--- config.mk ---
export PLATFORM = sky130hd
export DESIGN_NAME = booth_mult_unit
export DESIGN_NICKNAME = d
export VERILOG_FILES = /design/src/rtl/booth_mult_unit.sv
export SDC_FILE = /design/constraint.sdc
export NUM_CORES = 1
export LEC_CHECK = 0
export ABC_AREA = 1
export CAP_MARGIN = 20
export CORE_MARGIN = 2
export CORE_UTILIZATION = 38
export DETAILED_ROUTE_END_ITERATION = 8
export PLACE_DENSITY = 0.67
export SYNTH_ARGS = -nofsm -noshare
export SYNTH_HDL_FRONTEND = slang
export SYNTH_SLANG_ARGS = --single-unit
--- constraint.sdc ---
create_clock -name clk -period 7.4 [get_ports clk]
set_input_delay 1.11 -clock clk [delete_from_list [all_inputs] [get_ports clk]]
set_output_delay 1.11 -clock clk [all_outputs]
set_load 0.01 [all_outputs]
--- src/rtl/booth_mult_unit.sv ---
// Sequential signed radix-2 Booth multiplier for the multicycle CPU MULT path.
// Takes WIDTH edges per product. HI_out/LO_out hold the last completed result.
// Ports:
//   clk            rising-edge clock
//   reset          asynchronous, active-low reset
//   start          multiply request, sampled only while idle
//   A_in, B_in     signed multiplicand / multiplier, captured with start
//   HI_out, LO_out upper / lower half of the 2*WIDTH-bit product (registered)
//   busy           high while a product is running or being reported
//   done           one-cycle pulse when HI_out/LO_out take a new product
module booth_mult_unit #(
  parameter int unsigned WIDTH = 32
) (
  input  logic             clk,
  input  logic             reset,
  input  logic             start,
  input  logic [WIDTH-1:0] A_in,
  input  logic [WIDTH-1:0] B_in,
  output logic [WIDTH-1:0] HI_out,
  output logic [WIDTH-1:0] LO_out,
  output logic             busy,
  output logic             done
);

  localparam int unsigned CW = (WIDTH > 1) ? $clog2(WIDTH) : 1;
  localparam int unsigned AW = WIDTH + 1;       // accumulator, wide enough for -M of the most negative operand
  localparam int unsigned PW = 2 * WIDTH + 2;   // {acc, mplr, q}

  typedef enum logic [1:0] {
    ST_IDLE = 2'd0,
    ST_RUN  = 2'd1,
    ST_DONE = 2'd2
  } state_t;

  state_t           state, state_next;
  logic [AW-1:0]    m_q, m_next;
  logic [PW-1:0]    p_q, p_next;
  logic [CW-1:0]    count_q, count_next;
  logic [WIDTH-1:0] hi_next, lo_next;
  logic             busy_next, done_next;

  logic [AW-1:0]    acc;
  logic [AW-1:0]    acc_sum;
  logic [PW-1:0]    p_step;

  // One Booth iteration: add/sub on the {mplr LSB, q} pair, then arithmetic shift right
  always_comb begin
    acc     = p_q[PW-1:WIDTH+1];
    acc_sum = acc;
    unique case (p_q[1:0])
      2'b01:   acc_sum = acc + m_q;
      2'b10:   acc_sum = acc - m_q;
      default: acc_sum = acc;
    endcase
    p_step = {acc_sum[AW-1], acc_sum, p_q[WIDTH:1]};
  end

  // Next-state and next-register values
  always_comb begin
    state_next = state;
    m_next     = m_q;
    p_next     = p_q;
    count_next = count_q;
    hi_next    = HI_out;
    lo_next    = LO_out;

    unique case (state)
      ST_IDLE: begin
        if (start) begin
          m_next     = {A_in[WIDTH-1], A_in};
          p_next     = {AW'(0), B_in, 1'b0};
          count_next = '0;
          state_next = ST_RUN;
        end
      end
      ST_RUN: begin
        p_next     = p_step;
        count_next = count_q + CW'(1);
        if (count_q == CW'(WIDTH - 1)) begin
          hi_next    = p_step[2*WIDTH:WIDTH+1];
          lo_next    = p_step[WIDTH:1];
          count_next = '0;
          state_next = ST_DONE;
        end
      end
      ST_DONE: state_next = ST_IDLE;
      default: state_next = ST_IDLE;
    endcase

    // Status flags are registered from the next state so they line up with it
    busy_next = (state_next != ST_IDLE);
    done_next = (state_next == ST_DONE);
  end

  // State and datapath registers
  always_ff @(posedge clk or negedge reset) begin
    if (!reset) begin
      state   <= ST_IDLE;
      m_q     <= '0;
      p_q     <= '0;
      count_q <= '0;
      HI_out  <= '0;
      LO_out  <= '0;
      busy    <= 1'b0;
      done    <= 1'b0;
    end else begin
      state   <= state_next;
      m_q     <= m_next;
      p_q     <= p_next;
      count_q <= count_next;
      HI_out  <= hi_next;
      LO_out  <= lo_next;
      busy    <= busy_next;
      done    <= done_next;
    end
  end

endmodule

==> results of run 1 <==
## per-stage QoR
stage / setup WS (ns) / std cells / hold WS (ns)
global route: 3.28 / 1731 / 0.510
global placement: 3.77 / 1699 / 0.465
floorplan: 4.45 / 1278 / 0.470
detailed placement: 3.70 / 1699 / 0.468
finish: 3.64 / 1731 / 0.480
CTS: 3.66 / 1731 / 0.488
## cells by family after synthesis
kind of cell    after synthesis  synth area share (%)
simple gates                552                  23.5
compound gates              270                  14.9
buf+inv                     188                  7.30
flops                       170                  43.5
xor+xnor                     37                  3.31
fa+ha+maj                    37                  4.81
mux                          24                  2.74
## Yosys cell counts, drive strengths merged
| cell | instances |
|---|---|
| a21o | 4 |
| a21oi | 81 |
| a22o | 2 |
| a31oi | 2 |
| a32o | 1 |
| buf | 13 |
| clkbuf | 35 |
| dfrtp | 170 |
| fa | 1 |
| ha | 36 |
| inv | 140 |
| mux2 | 22 |
| mux2i | 2 |
| nand2 | 339 |
| nand3 | 79 |
| nand3b | 3 |
| nand4 | 5 |
| nor2 | 103 |
| nor3 | 5 |
| nor4 | 5 |
| o211ai | 10 |
| o21a | 1 |
| o21ai | 156 |
| o21bai | 6 |
| o22ai | 6 |
| o31ai | 1 |
| or2 | 13 |
| xnor2 | 13 |
| xor2 | 24 |
## per-layer routing
layer  vias up  track usage [%]
met1      4083             30.0
li1       4390                -
met5         -                0
met2       188             31.9
met4         0             5.22
met3        22             3.39
## registers in the layout, summed over array words and instances (netlist names)
name     count
p_q         65
HI_out      32
LO_out      32
m_q         32
count_q      5
state        2
busy         1
done         1
## layout make-up
type                            count  area, sq um  area share [%]
Tap cell                          330          413            3.43
Timing Repair Buffer              139         1380            11.4
Inverter                          140          526            4.37
Sequential cell                   170         4250            35.4
Multi-Input combinational cell    920         4830            40.2
Clock buffer                       17          425            3.54
Clock inverter                     15          206            1.72
## path summary, 6_finish.rpt
check / startpoint / to / slack [ns] / cells after the start
min in group asynchronous: reset / LO_out[7] / 0.72 / 1
max in group asynchronous: reset / p_q[60] / 5.24 / 2
worst max-delay path: p_q[0] / HI_out[31] / 3.64 / 20
worst max register to register: p_q[0] / HI_out[31] / 3.64 / 20
worst min register to register: HI_out[17] / HI_out[17] / 0.48 / 2
worst min-delay path: HI_out[17] / HI_out[17] / 0.48 / 2
## worst register-to-register path, delay by kind of cell (launching register included)
| kind | cells | cell delay [ns] |
|---|---|---|
| AND/OR/NAND/NOR | 13 | 1.47 |
| XOR/XNOR | 1 | 0.18 |
| buffers and inverters | 2 | 0.53 |
| flip-flops | 1 | 0.36 |
| adder cells (fa/ha/maj) | 2 | 0.81 |
| AO/OA/AOI/OAI | 2 | 0.29 |
## cell usage in the layout (no fill, tap or decap), types with 7 or more instances in the layout
master,count
sky130_fd_sc_hd__nand2_1,335
sky130_fd_sc_hd__dfrtp_1,170
sky130_fd_sc_hd__o21ai_0,150
sky130_fd_sc_hd__inv_1,138
sky130_fd_sc_hd__clkdlybuf4s50_1,131
sky130_fd_sc_hd__nor2_1,98
sky130_fd_sc_hd__a21oi_1,80
sky130_fd_sc_hd__nand3_1,77
sky130_fd_sc_hd__ha_1,36
sky130_fd_sc_hd__xor2_1,24
sky130_fd_sc_hd__mux2_2,22
sky130_fd_sc_hd__clkbuf_16,17
sky130_fd_sc_hd__xnor2_1,13
sky130_fd_sc_hd__or2_2,11
sky130_fd_sc_hd__o211ai_1,10
sky130_fd_sc_hd__buf_4,7
==> metrics.log, run 1 <==
INFO  metric cts_resized = 0
INFO  metric groute.usage.overall = 20.6%
INFO  metric core-area = 25300 sq um
INFO  metric max_stage_delay = 0.46 ns
INFO  metric timing.slew.headroom = 34.6%
INFO  metric worst_ep_arrival_time = 4.09 ns
INFO  metric drive_above_1_share = 6.64%
INFO  metric synth_seq_area_share = 43.5%
INFO  metric die_area = 27000 sq um
INFO  metric largest_net_degree_at_the_start_of_global_routing = 103
INFO  metric maxSlewViolCount = 0
INFO  metric cts_root_buf = sky130_fd_sc_hd__clkbuf_16
INFO  metric port_buffers = 132
INFO  metric layout_min_cycle_time = 3.76 ns
INFO  metric clock_path_buffers = 2
INFO  metric cts_tree = done
INFO  metric run_status = completed
INFO  metric route.layer.met1.wl = 13.5 mm
INFO  metric cp-end-kind = register
INFO  metric cell_seen_most_often_among_critical_path_stages = sky130_fd_sc_hd__nand2_1
INFO  metric die_boundary_height = 164 um
INFO  metric final_min_period_over_clock_period = 50.8%
INFO  metric post-cts-setup-buffer-count = 0
INFO  metric start_util = 38.7%
INFO  metric avgViaCountPerCell = 5.02
INFO  metric highest_layer = met4
INFO  metric detail-route-antenna-nets = 0
INFO  metric grt_antenna_before_repair = 0
INFO  metric post_synth_instance_area = 9780 sq um
INFO  metric clock_tree.htree_level_count = 4
INFO  metric post_detailed_route_drc_marker_count = 0
INFO  metric nNetsFinal = 1492
INFO  metric cp_max_fo = 22
INFO  metric gp_congestion = 0.914
INFO  metric finalCoreUtilization = 47.7%
INFO  metric yosysTopAreaCell = sky130_fd_sc_hd__dfrtp_1
INFO  metric crit_path_cell_trace = inv_1, ha_1, inv_1, nand2_1, nand2_2, a21oi_2, o21ai_1, xor2_1, ha_1, nand2_1, nor2_1, nand2_1, nor2_1, nand2_1, nand3_1, nand3_1, nand2_1, nand2_1, nand2_1, nand2_1
INFO  metric synthTopCellsByArea = sky130_fd_sc_hd__dfrtp_1 (43%), sky130_fd_sc_hd__nand2_1 (13%), sky130_fd_sc_hd__o21ai_0 (7.7%), sky130_fd_sc_hd__inv_1 (5.3%), sky130_fd_sc_hd__ha_1 (4.6%)
INFO  metric diode_count = 0
INFO  metric boundaryPins = 133
INFO  metric setup_viol = 0
INFO  metric path_delay_family = simple AND/OR/NAND/NOR gates
INFO  metric cp.buffers_inverters = 2
INFO  metric chipWidth = 164 um
INFO  metric setup_repair_after_global_routing_missed_its_margin = no
INFO  metric worst-endpoint-required = 7.74 ns
INFO  metric global_route_wire_length_before_repair = 43.7 mm
INFO  metric sum_of_negative_setup_slack = 0 ns
INFO  metric fmax = 266 MHz
INFO  metric avg_cell_area_syn = 7.66 sq um
INFO  metric num-fill-cells = 2535
INFO  metric fin_worst_skew = 0.0140 ns
INFO  metric setup.worst_path.class = register to register
INFO  metric number_of_synthesized_register_bits = 170
INFO  metric hold_class = register to register
INFO  metric synthesis.instances = 1278
INFO  metric vias = 8683
INFO  metric drt_first_iter_violations = 590
INFO  metric clock_insertion_delay_worst_skew = 0.45 ns
INFO  metric cts_made_buffers = 17
INFO  metric routedWlPerCell = 15.5 um
INFO  metric globalRoute.totalOverflow = 0
INFO  metric numClockSinks = 170
INFO  metric mappedNetlistNets = 1382
INFO  metric max_slew.worst_pin.slew = 0.981 ns
INFO  metric cell_with_the_largest_stage_delay_on_the_worst_path = sky130_fd_sc_hd__inv_1
INFO  metric grt_pass1_vias = 8280
INFO  metric cts_hold_repair.buffers = 0
INFO  metric synth_cell_type_count = 43
INFO  metric drt_wl_total = 26.8 mm
INFO  metric hold_viol_final = 0
INFO  metric tritonroute_pass_1_iters = 5
INFO  metric route.met3.wl = 1.11 mm
INFO  metric clk_pin_slew_worst_paths = 0.08 ns
INFO  metric detailedPlacementHpwl = 19.6 mm
INFO  metric synth_warnings = 0
INFO  metric detailed_place.area = 11400 sq um
INFO  metric portion_of_synthesized_cell_area_occupied_by_the_leading_cell_type = 43.5%
INFO  metric cell_area_after_layout = 12000 sq um
INFO  metric rows = 58
INFO  metric maxcap_violations = 0
INFO  metric worst_setup_start_kind = register
INFO  metric routed-wl-met2 = 11.8 mm
INFO  metric area_growth = 23.0%
Power of run 1 is not shown: default switching activity piles up to over one toggle a cycle in this logic, so the estimate is an artifact.
==> inputs of run 2 (changes only) <==
clock period = 3.6 ns   (was 7.4 ns; I/O delays follow)
==> metrics.log, run 2 (same netlist as run 1, synthesis figures left out) <==
INFO  metric clk_pin_slew_worst_paths = 0.08 ns (about the same)
INFO  metric worst_ep_arrival_time = 3.79 ns (-0.30 ns)
INFO  metric area_growth = 24.1%
INFO  metric globalRoute.totalOverflow = 0 (unchanged)
INFO  metric core-area = 25300 sq um (unchanged)
INFO  metric chipWidth = 164 um (unchanged)
INFO  metric global_route_wire_length_before_repair = 42.6 mm (-2.7%)
INFO  metric avgViaCountPerCell = 5.06 (+0.78%)
INFO  metric numClockSinks = 170 (unchanged)
INFO  metric fin_worst_skew = 0.0144 ns (+0.000438 ns)
INFO  metric rr_worst_depth = 19 (-5.0%)
INFO  metric finalCoreUtilization = 48.1% (+0.44 points)
INFO  metric rows = 58 (unchanged)
INFO  metric tritonroute_pass_1_iters = 6 (+1)
INFO  metric cts_root_buf = sky130_fd_sc_hd__clkbuf_16
INFO  metric detailedPlacementHpwl = 19.4 mm (-0.96%)
INFO  metric layout.cells.most_common = sky130_fd_sc_hd__nand2_1
INFO  metric clock_tree.htree_level_count = 4 (unchanged)
INFO  metric nNetsFinal = 1498 (+0.40%)
INFO  metric run_status = completed
INFO  metric largest_net_degree_at_the_start_of_global_routing = 110 (+6.8%)
INFO  metric hold_viol_final = 0 (unchanged)
INFO  metric die_boundary_height = 164 um (unchanged)
INFO  metric drt_first_iter_violations = 642 (+8.8%)
INFO  metric setup.worst_path.class = register to register
INFO  metric routedWlPerCell = 15.2 um (-1.9%)
INFO  metric largest_register = p_q
INFO  metric boundaryPins = 133 (unchanged)
INFO  metric mostFrequentLayoutCells = sky130_fd_sc_hd__nand2_1 (334), sky130_fd_sc_hd__dfrtp_1 (170), sky130_fd_sc_hd__o21ai_0 (150)
INFO  metric detail-route-antenna-nets = 0 (unchanged)
INFO  metric clock_insertion_delay_worst_skew = 0.44 ns (about the same)
INFO  metric cts_made_buffers = 17 (unchanged)
INFO  metric cp-end-kind = register
INFO  metric maxcap_violations = 0 (unchanged)
INFO  metric final_min_period_over_clock_period = 96.3% (+46 points)
INFO  metric num-fill-cells = 2463 (-2.8%)
INFO  metric groute.usage.overall = 20.0% (-0.58 points)
INFO  metric layout_min_cycle_time = 3.47 ns (-0.291 ns)
INFO  metric start_util = 38.7% (unchanged)
INFO  metric hold_class = primary input to asynchronous set/reset pin
INFO  metric grt_pass1_vias = 8174 (-1.3%)
INFO  metric preCtsSetupSlack = 0.167 ns (-3.53 ns)
INFO  metric cts_hold_repair.buffers = 0 (unchanged)
INFO  metric port_buffers = 132 (unchanged)
INFO  metric max_slew.worst_pin.slew = 0.976 ns (-0.00550 ns)
INFO  metric grt_antenna_before_repair = 0 (unchanged)
INFO  metric post_detailed_route_drc_marker_count = 0 (unchanged)
INFO  metric final_critical_path_setup_slack = 0.133 ns (-3.51 ns)
INFO  metric drive_above_1_share = 7.82% (+1.2 points)
INFO  metric largest_register_ff_count = 65 (unchanged)
INFO  metric maxSlewViolCount = 0 (unchanged)
INFO  metric diode_count = 0 (unchanged)
INFO  metric drt_wl_total = 26.4 mm (-1.5%)
INFO  metric timing.slew.headroom = 35.0% (+0.37 points)
INFO  metric cp_max_fo = 4 (-82%)
INFO  metric fmax = 288 MHz (+8.4%)
INFO  metric setup_viol = 0 (unchanged)
INFO  metric worst_setup_start_kind = register
INFO  metric cts_tree = done
INFO  metric clock_path_buffers = 2 (unchanged)
INFO  metric die_area = 27000 sq um (unchanged)
INFO  metric worst-endpoint-required = 3.93 ns (-3.81 ns)
INFO  metric gp_congestion = 0.981 (+7.3%)
INFO  metric vias = 8781 (+1.1%)
INFO  metric sum_of_negative_setup_slack = 0 ns (unchanged)
==> run 2: per-layer routing <==
| layer | vias to the layer above | track usage (%) | share of wire [%] |
|---|---|---|---|
| li1 | 4403 | - | - |
| met5 | - | 0 | 0 |
| met2 | 263 | 29.7 | 43 |
| met3 | 35 | 3.01 | 5.6 |
| met4 | 0 | 6.60 | 2.1 |
| met1 | 4080 | 29.8 | 49 |
==> run 2: path summary, 6_finish.rpt <==
| kind | startpoint | to | slack, ns |
|---|---|---|---|
| max | m_q[0] | HI_out[24] | 0.13 |
| min | reset | LO_out[6] | 0.16 |
| max reg2reg | m_q[0] | HI_out[24] | 0.13 |
| min reg2reg | HI_out[13] | HI_out[13] | 0.48 |
| max in group asynchronous | reset | m_q[17] | 2.54 |
| min in group clk | HI_out[13] | HI_out[13] | 0.48 |
==> run 2: critical path, cell delays in order, from the launching register on <==
cell and delay, ns:
sky130_fd_sc_hd__dfrtp_1 0.40, sky130_fd_sc_hd__inv_2 0.09, sky130_fd_sc_hd__ha_1 0.18, sky130_fd_sc_hd__nand2_2 0.09, sky130_fd_sc_hd__nor2_4 0.15, sky130_fd_sc_hd__nand3_2 0.12, sky130_fd_sc_hd__o21ai_4 0.20, sky130_fd_sc_hd__xor2_1 0.21
sky130_fd_sc_hd__inv_1 0.11, sky130_fd_sc_hd__ha_1 0.34, sky130_fd_sc_hd__a21oi_1 0.25, sky130_fd_sc_hd__o21ai_0 0.20, sky130_fd_sc_hd__a21oi_1 0.29, sky130_fd_sc_hd__nor2_1 0.07, sky130_fd_sc_hd__nor2_1 0.14, sky130_fd_sc_hd__nand2_1 0.06
sky130_fd_sc_hd__nand2_1 0.06, sky130_fd_sc_hd__nand3_1 0.17, sky130_fd_sc_hd__nand3_1 0.15, sky130_fd_sc_hd__nand2_1 0.06
==> run 2: through the flow <==
| stage | area (sq um) | std cells | hold WS (ns) |
|---|---|---|---|
| after floorplan | 9780 | 1278 | 0.244 |
| final | 12100 | 1737 | 0.161 |
| after detailed placement | 11400 | 1703 | 0.469 |
| after CTS | 12100 | 1735 | 0.207 |
| after global routing | 12100 | 1737 | 0.230 |
| after global placement | 11400 | 1703 | 0.465 |
==> run 2: cell type report <==
| type | count | area (sq um) | share of cell area, % |
|---|---|---|---|
| Multi-Input combinational cell | 920 | 4870 | 40.1 |
| Sequential cell | 170 | 4250 | 35.0 |
| Timing Repair Buffer | 145 | 1430 | 11.8 |
| Inverter | 140 | 529 | 4.36 |
| Clock buffer | 17 | 425 | 3.50 |
| Tap cell | 330 | 413 | 3.40 |
| Clock inverter | 15 | 216 | 1.78 |
==> run 2: timing repair <==
action / 4_1_cts / 5_1_grt
endpoints found under the setup margin: 0 / 13
gates resized for setup: 0 / 13
buffers inserted: 0 / 2
Power of run 2 is left out for the same reason.
==> inputs of run 3 (changes only) <==
==> constraint.sdc (replaced) <==
create_clock -name clk -period 3.6 [get_ports clk]
set_input_delay 0.54 -clock clk [delete_from_list [all_inputs] [get_ports clk]]
set_output_delay 0.54 -clock clk [all_outputs]
set_load 0.005 [all_outputs]
==> results of run 3 <==
No change in the layout: final DEF, timing and power equal those of run 2.
Power of run 3 is left out for the same reason.
